### src/rtl/sensor_crop_ctrl.sv
// Frame-synchronous crop window controller: shadow/active window registers, pixel/line
// tracking and a registered crop gate aligned with 1-cycle-delayed pixel data.
module sensor_crop_ctrl #(
    parameter int IMAGE_HSIZE_SOURCE = 1280,
    parameter int IMAGE_VSIZE_SOURCE = 1024,
    parameter int IMAGE_HSIZE_TARGET = 1280,
    parameter int IMAGE_VSIZE_TARGET = 960
) (
    input  logic        clk,
    input  logic        rst_n,
    input  logic        cfg_we,
    input  logic [2:0]  cfg_addr,
    input  logic [11:0] cfg_wdata,
    input  logic        image_in_vsync,
    input  logic        image_in_href,
    output logic        win_vsync,
    output logic        win_href,
    output logic        frame_done,
    output logic [15:0] frame_cnt,
    output logic        cfg_pending,
    output logic        cfg_err
);

    typedef enum logic [1:0] {IDLE, WAIT_SOF, FRAME} state_t;

    typedef struct packed {
        logic [11:0] xstart;
        logic [11:0] ystart;
        logic [11:0] width;
        logic [11:0] height;
    } win_t;

    localparam win_t DEF_WIN = '{
        xstart: 12'((IMAGE_HSIZE_SOURCE - IMAGE_HSIZE_TARGET) / 2),
        ystart: 12'((IMAGE_VSIZE_SOURCE - IMAGE_VSIZE_TARGET) / 2),
        width:  12'(IMAGE_HSIZE_TARGET),
        height: 12'(IMAGE_VSIZE_TARGET)
    };
    localparam logic [12:0] HS = 13'(IMAGE_HSIZE_SOURCE);
    localparam logic [12:0] VS = 13'(IMAGE_VSIZE_SOURCE);

    state_t      state;
    win_t        shadow;
    win_t        active;
    logic        enable_req;
    logic        vsync_r;
    logic        href_r;
    logic [11:0] xpos;
    logic [11:0] ypos;

    logic        sof;
    logic        eof;
    logic        wr_ctrl;
    logic        commit_wr;
    logic        cfg_valid;
    logic        in_win;
    logic [12:0] sh_xend;
    logic [12:0] sh_yend;
    logic [12:0] ac_xend;
    logic [12:0] ac_yend;

    assign sof       = image_in_vsync && !vsync_r;
    assign eof       = !image_in_vsync && vsync_r;
    assign wr_ctrl   = cfg_we && (cfg_addr == 3'd0);
    assign commit_wr = wr_ctrl && cfg_wdata[1];

    // 13-bit sums so a window running past 4095 is rejected instead of wrapping.
    assign sh_xend   = {1'b0, shadow.xstart} + {1'b0, shadow.width};
    assign sh_yend   = {1'b0, shadow.ystart} + {1'b0, shadow.height};
    assign cfg_valid = (shadow.width != 12'd0) && (shadow.height != 12'd0) &&
                       (sh_xend <= HS) && (sh_yend <= VS);

    assign ac_xend = {1'b0, active.xstart} + {1'b0, active.width};
    assign ac_yend = {1'b0, active.ystart} + {1'b0, active.height};
    assign in_win  = (xpos >= active.xstart) && ({1'b0, xpos} < ac_xend) &&
                     (ypos >= active.ystart) && ({1'b0, ypos} < ac_yend);

    assign win_vsync = vsync_r;

    // Configuration: shadow writes, commit request and frame-start hand-over.
    // NOTE: the window registers are a handful of flops, not a RAM, so they take the
    // default window on reset like any other state.
    always_ff @(posedge clk or negedge rst_n) begin
        if (!rst_n) begin
            shadow      <= DEF_WIN;
            active      <= DEF_WIN;
            enable_req  <= 1'b0;
            cfg_pending <= 1'b0;
            cfg_err     <= 1'b0;
        end else begin
            // NOTE: non-blocking assignments, so the SOF check below sees the
            // shadow/pending values from before any write in this same cycle.
            cfg_err <= sof && cfg_pending && !cfg_valid;
            if (sof && cfg_pending && cfg_valid)
                active <= shadow;
            if (commit_wr)
                cfg_pending <= 1'b1;
            else if (sof)
                cfg_pending <= 1'b0;
            if (wr_ctrl)
                enable_req <= cfg_wdata[0];
            if (cfg_we) begin
                case (cfg_addr)
                    3'd1:    shadow.xstart <= cfg_wdata;
                    3'd2:    shadow.ystart <= cfg_wdata;
                    3'd3:    shadow.width  <= cfg_wdata;
                    3'd4:    shadow.height <= cfg_wdata;
                    default: ;
                endcase
            end
        end
    end

    // Pixel and line position, both saturating at 4095.
    always_ff @(posedge clk or negedge rst_n) begin
        if (!rst_n) begin
            vsync_r <= 1'b0;
            href_r  <= 1'b0;
            xpos    <= 12'd0;
            ypos    <= 12'd0;
        end else begin
            vsync_r <= image_in_vsync;
            href_r  <= image_in_href;
            if (!image_in_href)
                xpos <= 12'd0;
            else if (xpos != 12'hFFF)
                xpos <= xpos + 12'd1;
            if (!image_in_vsync)
                ypos <= 12'd0;
            else if (href_r && !image_in_href && ypos != 12'hFFF)
                ypos <= ypos + 12'd1;
        end
    end

    // Enable sequencing; only whole frames between SOF and EOF are gated and counted.
    always_ff @(posedge clk or negedge rst_n) begin
        if (!rst_n) begin
            state      <= IDLE;
            win_href   <= 1'b0;
            frame_done <= 1'b0;
            frame_cnt  <= 16'd0;
        end else begin
            frame_done <= 1'b0;
            win_href   <= (state == FRAME) && image_in_href && in_win;
            case (state)
                IDLE:     if (enable_req) state <= WAIT_SOF;
                WAIT_SOF: begin
                    if (!enable_req)
                        state <= IDLE;
                    else if (sof)
                        state <= FRAME;
                end
                FRAME: begin
                    if (eof) begin
                        state      <= enable_req ? WAIT_SOF : IDLE;
                        frame_done <= 1'b1;
                        frame_cnt  <= frame_cnt + 16'd1;
                    end
                end
                default:  state <= IDLE;
            endcase
        end
    end

endmodule

### config.mk
export PLATFORM = sky130hd
export DESIGN_NAME = sensor_crop_ctrl
export DESIGN_NICKNAME = d
export VERILOG_FILES = /design/src/rtl/sensor_crop_ctrl.sv
export SDC_FILE = /design/constraint.sdc
export NUM_CORES = 1
export LEC_CHECK = 0
export BUFFER_PORTS_ARGS = -buffer_cell sky130_fd_sc_hd__buf_2
export CORE_MARGIN = 8
export CORE_UTILIZATION = 55
export CTS_CLUSTER_SIZE = 12
export DETAILED_ROUTE_END_ITERATION = 10
export GPL_TIMING_DRIVEN = 0
export PLACE_DENSITY_LB_ADDON = 0.05
export SLEW_MARGIN = 20
export SYNTH_ARGS = -nofsm -noshare
export SYNTH_HDL_FRONTEND = slang
export SYNTH_SLANG_ARGS = --single-unit
### constraint.sdc
create_clock -name clk -period 6.2 [get_ports clk]
set_input_delay 1.24 -clock clk [delete_from_list [all_inputs] [get_ports clk]]
set_output_delay 1.24 -clock clk [all_outputs]
set_load 0.01 [all_outputs]
After elaboration in Yosys (flattened, before gate mapping) --
Cells that the tools add are included.
Cells by class: $add $sub $neg 7, $mul 0, div/mod/pow operators 0, $lt $le $gt $ge 6, equality and inequality tests 13, shift operators 0, mux-type cells 14, bitwise logic cells 0, reductions and logical operators 32
Operator list (number):
- $add A12 B12 Y13 | 4
- $mux W12 | 4
- $le A13 B11 Y1 const B | 2
- $lt A12 B13 Y1 | 2
- $add A12 B1 Y12 const B | 2
- $ge A12 B12 Y1 | 2
- $ne A12 B12 Y1 const B | 2
- $reduce_bool A12 Y1 | 2
- $logic_and A1 B1 Y1 | 17
- $add A16 B1 Y16 const B | 1
- $reduce_and A2 Y1 | 5
- $mux W2 | 4
- $eq A3 B2 Y1 const B | 2
- $pmux W2 S3 | 1
- $mux W1 | 5
- $logic_not A1 Y1 | 4
- $ne A2 B1 Y1 const B | 2
- $ne A2 B2 Y1 const B | 2
- $eq A3 B1 Y1 const B | 1
- $eq A3 B3 Y1 const B | 1
- $logic_not A3 Y1 | 1
- $ne A3 B3 Y1 const B | 1
- $reduce_and A3 Y1 | 1
- $eq A2 B1 Y1 const B | 1
- other kinds (3) | 3
Storage, ports and cells: flip-flop bits (word level) 145, bits in latches 0, bits in writable memories 0, bits in read-only memories 0, input bits 20, word-level logic and storage cells 91, memories kept 0

Longest topological paths before layout --
Gate-level depths: netlist (run 1).
depth after elaboration 6, mapped depth 18, depth with buffers taken out 18

Worst setup path after synthesis (run 1) --
Ideal clock, no wire load.
path kind flip-flop to flip-flop, from register active[24] in the netlist's numbering, to register win_href, arrival time 2.895 ns, required time 6.106 ns, setup slack 3.211 ns, stages on the path, launching flop included 19, path buffers 0, period minus slack after synthesis 2.989 ns, cell sequence dfrtp_1 -> ha_1 -> inv_1 -> fa_1 -> nor2b_1 -> o21ai_0 -> a21oi_1 -> o21ai_0 -> nand2b_1 -> xnor2_1 -> ha_1 -> a21o_1 -> a21oi_1 -> nor2b_1 -> o21ai_0 -> nand2b_1 -> a211oi_1 -> a221oi_1 -> a211oi_1
Between the ends: longest elaborated chain between the ends 4, elaborated cells on any way between the ends 6, those cells by class add/sub (1); order compare (2); reduce/logical (3)
RTL lines:
- start, declared | RTL line 44 | win_t active;
- start signal, assigned | RTL line 95 | active <= shadow;
- $add A12 B12 Y13 / $ge A12 B12 Y1 (equally long branches) | RTL line 74, 76
- $lt A12 B13 Y1 / $logic_and A1 B1 Y1 (equally long branches) | RTL line 76, 75
- $logic_and A1 B1 Y1 (*) | RTL line 76 | (ypos >= active.ystart) && ({1'b0, ypos} < ac_yend);
- $logic_and A1 B1 Y1 (*) | RTL line 144 | win_href <= (state == FRAME) && image_in_href && in_win;
- end signal, assigned | RTL line 144
- end, declared | RTL line 17 | output logic win_href,
Mark *: on every way between the ends. The rest lies on a longest branch, timed or not. A chain may end at the register's enable or synchronous reset.

Worst setup path in the final report (run 1) --
from register active[13] in the netlist's numbering, to register win_href
Between the ends: longest elaborated chain between the ends 6
RTL lines:
- $add A12 B12 Y13 | RTL line 73 | assign ac_xend = {1'b0, active.xstart} + {1'b0, active.width};
- $lt A12 B13 Y1 | RTL line 75 | assign in_win = (xpos >= active.xstart) && ({1'b0, xpos} < ac_xend) &&
- $logic_and A1 B1 Y1 (2 in series) | RTL line 75
- $logic_and A1 B1 Y1 | RTL line 76
- $logic_and A1 B1 Y1 | RTL line 144
Every way passes these cells.

==> results of run 1 <==
layer usage:
metal / vias to the layer above / GRT usage / part of all wire
met4: 2 / 0.0728 / 0.019
met3: 21 / 0.0436 / 0.039
li1: 3149 / - / -
met5: - / 0 / 0.00049
met2: 126 / 0.334 / 0.46
met1: 3236 / 0.278 / 0.48
through the flow:
stage	hold WS, ns	setup WS [ns]	util	total power, mW	std cells
floorplan	0.477	3.21	-	2.09	832
global route	0.504	2.33	0.622	3.65	1125
global placement	0.463	1.92	0.583	2.34	1092
finish	0.485	2.72	0.622	3.44	1125
detailed placement	0.466	2.75	0.585	2.40	1093
CTS	0.484	2.70	0.622	3.46	1125
cells in the final DEF (no fill, tap or decap), drive strengths merged, types with 5 or more instances in the layout:
cell type / n
ha: 97
or3: 5
a211oi: 9
or2: 6
clkbuf: 24
nand2: 36
nor2: 45
o21a: 6
nand4: 13
dfrtp: 131
o21ai: 29
and3: 6
xor2: 28
nand3: 29
nand2b: 17
inv: 56
buf: 48
nor2b: 10
nor3: 20
xnor2: 31
o22ai: 5
mux2i: 6
nor4: 11
a21o: 15
mux2: 92
and2: 17
a21oi: 36
dfstp: 14
worst register-to-register path, stage by stage (launching register included):
cell,delay [ns]
dfrtp_1,0.39
ha_1,0.32
a21o_1,0.18
a21oi_1,0.21
nand2b_1,0.14
a21boi_0,0.11
o22ai_1,0.22
o21ai_0,0.18
nor2_1,0.14
xor2_1,0.17
ha_1,0.26
a211o_1,0.30
a21o_1,0.15
a311oi_1,0.25
a2111oi_0,0.11
a211oi_1,0.24
final cells by class:
class                      count  area [um2]  share of cell area
tap                          220         275              0.0271
clock buffer                  18         429              0.0422
inverter                      48         180              0.0177
buffer                        13        86.3             0.00849
sequential                   145        3650               0.359
clock inverter                14         168              0.0165
multi-input combinational    626        5140               0.506
timing repair buffer          41         238              0.0234
sequential cells by signal, indices dropped and copies added (netlist names):
name	count
win_vsync	1
enable_req	1
ypos	12
frame_done	1
active	48
cfg_pending	1
state	2
href_r	1
xpos	12
shadow	48
win_href	1
cfg_err	1
frame_cnt	16
final timing paths:
check | to | startpoint | cells past startpoint
setup / recovery | win_href | active[13] | 15
hold / removal | frame_cnt[15] | frame_cnt[15] | 1
setup reg to reg | win_href | active[13] | 15
hold reg to reg | frame_cnt[15] | frame_cnt[15] | 1
max in group asynchronous | shadow[29] | rst_n | 2
min in group asynchronous | xpos[3] | rst_n | 1
power breakdown:
part,total (mW),switching (mW),internal [mW]
Combinational,1.14,0.591,0.545
Sequential,1.26,0.159,1.10
Clock,1.04,0.436,0.607
cells by family (layout without fill, tap and decap cells):
family	Yosys count	count (layout)	share of synthesized area
flops	145	145	0.403
mux	98	98	0.128
fa+ha+maj	101	101	0.143
compound gates	142	142	0.110
simple gates	226	226	0.130
buf+inv	61	134	0.0294
xor+xnor	59	59	0.0571
==> impl_metrics.json, run 1 <==
{
  "drt_wl_total_mm": 20.4,
  "cts_inserted_buffers": 17,
  "post-route-period-util": 0.562,
  "slew_headroom": 0.482,
  "timing.fmax_mhz": 287,
  "hpwl_mm": 15.8,
  "hp-class": "reg2reg",
  "yosysSeqAreaShare": 0.403,
  "clk_pin_slew_worst_paths_ns": 0.06,
  "tightest_slew_ns": 0.768,
  "htree_num_levels": 4,
  "pin_count": 41,
  "cp_max_fo": 2,
  "hold_buffers": 0,
  "crit_slowest_cell": "dfrtp_1",
  "drive_above_1_share": 0.223,
  "status": "completed",
  "yosysWarnings": 0,
  "antenna_found_initial": 1,
  "final_max_slew_viol_count": 0,
  "crit_required_ns": 6.51,
  "synth-edff-count": 0,
  "yosysMostFrequentCell": "dfrtp_1",
  "hold_viol": 0,
  "maxCapViolCount": 0,
  "layout.nets": 1013,
  "wl_per_cell_um": 18.1,
  "grt_pass1_wl_mm": 34.0,
  "ir_worst_vdd_mv": 0.215,
  "synth.area.top_cells": "dfrtp_1 (36%), ha_1 (13%), mux2_2 (9.3%)",
  "setup_violations": 0,
  "critPathTopFamily": "compound AO/OA/AOI/OAI gates",
  "track_usage": 0.210,
  "arrival_ns": 3.79,
  "synth_cell_types": 70,
  "syn_inst": 832,
  "ctsResizeCount": 0,
  "core_area_mm2": 0.0163,
  "netlist.top_cell.by_area": "dfrtp_1",
  "clock_path_buffers": 2,
  "cp-end-kind": "flip-flop",
  "ys_top_cells_by_count": "dfrtp_1 (131), ha_1 (97), mux2_2 (75), inv_1 (48), nor2_1 (45)",
  "yosys.area.top_type_share": 0.362,
  "die_area_mm2": 0.0208,
  "final.setup.tns_ns": 0,
  "die_height_um": 144,
  "grt.overflow.total": 0,
  "io_buffer_count": 40,
  "gp_congestion": 0.864,
  "critPathKind": "reg2reg",
  "path_cells": "ha_1 -> a21o_1 -> a21oi_1 -> nand2b_1 -> a21boi_0 -> o22ai_1 -> o21ai_0 -> nor2_1 -> xor2_1 -> ha_1 -> a211o_1 -> a21o_1 -> a311oi_1 -> a2111oi_0 -> a211oi_1",
  "startpoint_type": "flip-flop",
  "postCtsSetupBuffers": 0,
  "routed_via_density": 5.81,
  "dr.pass1.iters": 5,
  "root_buffer": "clkbuf_16",
  "drc": 0,
  "grt_pass1_vias": 6694,
  "fillers": 1340,
  "rows": 47,
  "synth_ff_type": "dfrtp_1",
  "path_buf_inv": 0,
  "syn_area_mm2": 0.00905,
  "ant_nets": 0,
  "die_w_um": 144,
  "p_leak_nw": 4.93,
  "dpl_cell_area_mm2": 0.00957,
  "ys_ff_latch": 145,
  "finClkSkew_ns": 0.00892,
  "drt_iter0_markers": 284,
  "rsz0062_at_grt": "no",
  "area_delta_synth_final_pct": 12.3,
  "synthArstFlopShare": 1.00,
  "ff2ff_setup_slack_ns": 2.72,
  "cpPeakStageDelay_ns": 0.39,
  "p_per_area_mw_per_mm2": 339,
  "clkSinkCount": 145,
  "start_util": 0.554,
  "syn-mean-instance-area_um2": 10.9,
  "postSynthNetCount": 953,
  "period_needed_ns": 3.48,
  "clk_latency_ns": 0.42,
  "cts_tree": "yes",
  "n_antenna_cell": 0,
  "vias": 6534,
  "fin_area_mm2": 0.0102,
  "grt_max_degree": 86
}
Note: power is estimated with default switching activity, not from simulation.
==> run 2: changes to the inputs <==
clock period = 3.1 ns   (was 6.2 ns; I/O delays follow)
==> impl_metrics.json, run 2 (synthesis gave the netlist of run 1 again) <==
{
  "clkSinkCount": 145,
  "critPathKind": "reg2reg",
  "crit_slowest_cell": "dfrtp_1",
  "crit_required_ns": 3.40,
  "tightest_slew_ns": 0.821,
  "drt_wl_total_mm": 21.6,
  "final_max_slew_viol_count": 0,
  "violations": "setup timing",
  "mostFrequentLayoutCell": "dfrtp_1",
  "rsz0062_at_grt": "yes",
  "arrival_ns": 3.57,
  "grt.overflow.total": 0,
  "cts_inserted_buffers": 17,
  "grtUsageMet3": 0.0452,
  "grt_pass1_wl_mm": 34.7,
  "p_per_area_mw_per_mm2": 676,
  "top_usage_layer": "met2",
  "dr.pass1.iters": 5,
  "grtUsageMet2": 0.347,
  "cts_tree": "yes",
  "vias": 6704,
  "layout_common_cells": "dfrtp_1 (131), ha_1 (91), mux2_2 (75), inv_1 (45), nor2_1 (44)",
  "drc": 0,
  "p_leak_nw": 5.18,
  "finClkSkew_ns": 0.0102,
  "die_w_um": 144,
  "setup_violations": 48,
  "crit_path_frequent_cell": "buf_6",
  "cpPeakStageDelay_ns": 0.39,
  "startpoint_type": "flip-flop",
  "pin_count": 41,
  "post-route-period-util": 1.05,
  "start_util": 0.554,
  "grtUsageMet1": 0.280,
  "fillers": 1280,
  "reg.largest.list": "active x48, shadow x48, frame_cnt x16",
  "htree_num_levels": 4,
  "grt_pass1_vias": 6810,
  "whs_ns": 0.193,
  "ant_nets": 0,
  "drive_above_1_share": 0.299,
  "path_cells": "ha_2 -> inv_2 -> fa_2 -> nor2b_4 -> buf_6 -> buf_6 -> o22ai_4 -> o21a_1 -> a31oi_2 -> a311oi_2 -> a211oi_2 -> o211ai_2 -> buf_6 -> clkbuf_16 -> mux2_4",
  "cp-end-kind": "flip-flop",
  "maxCapViolCount": 0,
  "fin_ws_ns": -0.169,
  "gp_congestion": 0.864,
  "antenna_found_initial": 1,
  "routed_via_density": 5.80,
  "hold_viol": 0,
  "area_delta_synth_final_pct": 18.3,
  "root_buffer": "clkbuf_16",
  "fin_area_mm2": 0.0107,
  "clock_path_buffers": 2,
  "cp_max_fo": 5,
  "core_area_mm2": 0.0163,
  "hp-class": "in2async",
  "rows": 47,
  "track_usage": 0.215,
  "timing.fmax_mhz": 306,
  "reg2reg_depth": 15,
  "n_antenna_cell": 0,
  "hpwl_mm": 15.8,
  "status": "finished, violations left",
  "die_area_mm2": 0.0208,
  "wl_per_cell_um": 18.6,
  "drt_iter0_markers": 276,
  "dpl_cell_area_mm2": 0.00957,
  "clk_pin_slew_worst_paths_ns": 0.07,
  "slew_headroom": 0.448,
  "layout.nets": 1044,
  "io_buffer_count": 40,
  "period_needed_ns": 3.27,
  "grt_max_degree": 86,
  "ir_worst_vdd_mv": 0.436,
  "clk_latency_ns": 0.42,
  "die_height_um": 144,
  "hold_buffers": 0
}
run 2: layer usage:
layer	vias to the layer above	routed length, um
met3	29	650
li1	3214	-
met5	-	10
met2	113	10300
met1	3346	10100
met4	2	513
run 2: power breakdown:
part	switching [mW]	internal (mW)	total (mW)
Sequential	0.307	2.21	2.51
Combinational	1.36	1.28	2.63
Clock	0.875	1.22	2.09
run 2: layout make-up:
| class | instances | area (um2) | area share |
|---|---|---|---|
| Clock buffer | 18 | 429 | 0.0401 |
| Multi-Input combinational cell | 626 | 5380 | 0.502 |
| Buffer | 13 | 104 | 0.00970 |
| Tap cell | 220 | 275 | 0.0257 |
| Clock inverter | 14 | 168 | 0.0157 |
| Inverter | 48 | 180 | 0.0168 |
| Sequential cell | 145 | 3650 | 0.340 |
| Timing Repair Buffer | 72 | 532 | 0.0497 |
run 2: timing repair:
| item | CTS | global route |
|---|---|---|
| endpoints found under the hold margin | 0 | 0 |
| pin swaps | 22 | 21 |
| cloned | 0 | 2 |
| setup endpoints to repair | 49 | 49 |
| setup buffers | 19 | 10 |
| resized for setup | 36 | 39 |
run 2: metrics by stage:
| step | util | setup TNS (ns) | total power [mW] | instances | setup slack [ns] |
|---|---|---|---|---|---|
| 2_1_floorplan | - | 0 | 4.19 | 832 | 0.111 |
| 3_3_place_gp | 0.583 | -77.81 | 4.67 | 1092 | -0.556 |
| 3_5_place_dp | 0.585 | -8.73 | 4.79 | 1093 | -0.354 |
| 4_1_cts | 0.637 | -1.57 | 7.05 | 1144 | -0.0881 |
| 5_1_grt | 0.655 | -9.68 | 7.66 | 1156 | -0.267 |
| 6_report | 0.655 | -4.50 | 7.24 | 1156 | -0.169 |
run 2: critical path, delay by kind of cell, from the launching register on:
kind | cells | cell delay (ns)
buf+inv | 5 | 0.60
compound gates | 6 | 1.11
fa+ha+maj | 2 | 0.59
mux | 1 | 0.29
flops | 1 | 0.39
simple gates | 1 | 0.16
run 2: path summary, 6_finish.rpt:
check / to / slack (ns) / start
worst max-delay path: active[31] / -0.17 / shadow[36]
worst min-delay path: xpos[3] / 0.19 / rst_n
worst max register to register: active[31] / -0.17 / shadow[36]
worst min register to register: frame_cnt[15] / 0.49 / frame_cnt[15]
max in group asynchronous: shadow[29] / 2.13 / rst_n
min in group clk: href_r / 0.37 / image_in_href
==> run 3: changes to the inputs <==
HOLD_SLACK_MARGIN = 0.03   (was unset)
TNS_END_PERCENT = 1   (was unset)
clock period = 2.9 ns   (was 3.1 ns; I/O delays follow)
==> impl_metrics.json, run 3 (synthesis gave the netlist of run 1 again) <==
{
  "status": "finished, violations left",
  "violations": "setup timing",
  "arrival_ns": 3.49,
  "path_cells": "ha_4 -> inv_2 -> fa_2 -> nor2b_2 -> buf_4 -> o22ai_1 -> o21a_1 -> a31oi_1 -> a311oi_2 -> a211oi_2 -> o211ai_2 -> buf_6 -> buf_12 -> mux2_4",
  "gp_congestion": 0.875,
  "crit_slowest_cell": "dfrtp_1",
  "finalNonFillerCells": 1151,
  "post-route-period-util": 1.10,
  "fin_util": 0.646,
  "maxCapViolCount": 0,
  "cp_max_fo": 10,
  "n_antenna_cell": 0,
  "ff2ff_setup_slack_ns": -0.28,
  "reg2reg_to": "active[45]",
  "clk_latency_ns": 0.43,
  "reg.largest.list": "active x48, shadow x48, frame_cnt x16",
  "startpoint": "shadow[36]",
  "grt_pass1_wl_mm": 34.5,
  "final.setup.tns_ns": -9.66,
  "dpl_cell_area_mm2": 0.00959,
  "fin_area_mm2": 0.0106,
  "setup_violations": 49,
  "p_leak_nw": 5.10,
  "root_buffer": "clkbuf_16",
  "startpoint_type": "flip-flop",
  "track_usage": 0.213,
  "fin_ws_ns": -0.280,
  "drt_wl_total_mm": 20.5,
  "p_per_area_mw_per_mm2": 719,
  "cts_tree": "yes",
  "crit_required_ns": 3.21,
  "slew_headroom": 0.387,
  "finClkSkew_ns": 0.0112,
  "clkSinkCount": 145,
  "dr.pass1.iters": 6,
  "ff_latch_area_mm2": 0.00365,
  "core_area_mm2": 0.0163,
  "grt_max_degree": 86,
  "io_buffer_count": 40,
  "layout.nets": 1039,
  "grt.overflow.total": 0,
  "vias": 6574,
  "p_total_mw": 7.60,
  "ir_worst_vdd_mv": 0.493,
  "period_needed_ns": 3.18,
  "area_delta_synth_final_pct": 16.7,
  "critPathKind": "reg2reg",
  "htree_num_levels": 4,
  "clk_pin_slew_worst_paths_ns": 0.07,
  "start_util": 0.554,
  "ant_nets": 0,
  "final_max_slew_viol_count": 0,
  "path_buf_inv": 4,
  "cts_inserted_buffers": 17,
  "cp-end-kind": "flip-flop",
  "layout_common_cells": "dfrtp_1 (130), ha_1 (91), mux2_2 (75), nor2_1 (45), inv_1 (44)",
  "drt_iter0_markers": 370,
  "dp_cells": 1093,
  "hp-class": "in2async",
  "mostFrequentLayoutCell": "dfrtp_1",
  "die_area_mm2": 0.0208,
  "cpPeakStageDelay_ns": 0.41,
  "timing.fmax_mhz": 314,
  "critPathTopFamily": "compound AO/OA/AOI/OAI gates",
  "whs_ns": 0.161,
  "r2r-start": "shadow[36]",
  "hold_buffers": 0,
  "die_w_um": 144,
  "wl_per_cell_um": 17.9,
  "reg2reg_depth": 14,
  "tightest_slew_ns": 0.912,
  "die_height_um": 144,
  "drc": 0,
  "multi_input_area_mm2": 0.00536,
  "rsz0062_at_grt": "yes",
  "hpwl_mm": 15.6,
  "preCtsSetupSlack_ns": -0.415,
  "drive_above_1_share": 0.295,
  "grt_pass1_vias": 6866,
  "routed_via_density": 5.71,
  "hold_viol": 0,
  "rows": 47,
  "antenna_found_initial": 1,
  "pin_count": 41,
  "fillers": 1303,
  "clock_path_buffers": 2
}
[run 3: changes by cell type in the layout (fill, tap and decap cells not counted), sizes merged]
cell      change
clkinv        -1
clkinvlp      +1
buf           -3
clkbuf        -2
bufinv        -1
inv           +1
[run 3: final cells by class]
cell class / instances / area share
Multi-Input combinational cell: 626 / 0.507
Sequential cell: 145 / 0.345
Timing Repair Buffer: 67 / 0.0417
Clock buffer: 18 / 0.0406
Tap cell: 220 / 0.0260
Inverter: 48 / 0.0170
Clock inverter: 14 / 0.0135
Buffer: 13 / 0.00912
[run 3: what timing repair did]
| action | 4_1_cts | 5_1_grt |
|---|---|---|
| endpoints found under the setup margin | 49 | 50 |
| setup buffers | 18 | 8 |
| pin swaps | 26 | 21 |
| gates resized for setup | 27 | 30 |
[run 3: routing by layer]
metal  global-route usage  wire (um)  vias up
met5                    0         10        -
met4               0.0706        532        2
met3               0.0492        707       27
met2                0.340       9490      108
met1                0.280       9800     3230
li1                     -          -     3207
[run 3: power breakdown]
part	switching, mW	leakage [nW]	internal, mW
Sequential	0.332	1.86	2.36
Combinational	1.40	2.97	1.38
Clock	0.915	0.277	1.21
[run 3: worst max-delay path by stage]
stage                         endpoint  depth (start not counted)
after floorplan             active[30]                         11
after global placement    frame_cnt[1]                          1
after detailed placement    active[45]                         13
after CTS                     win_href                         18
after global routing        active[43]                         14
final                       active[45]                         14
[run 3: worst register-to-register path, stage by stage, from the launching register on]
cell and delay (ns):
dfrtp_1 0.41, ha_4 0.17, inv_2 0.04, fa_2 0.35, nor2b_2 0.16, buf_4 0.13
o22ai_1 0.08, o21a_1 0.19, a31oi_1 0.21, a311oi_2 0.16, a211oi_2 0.35, o211ai_2 0.19
buf_6 0.18, buf_12 0.15, mux2_4 0.30
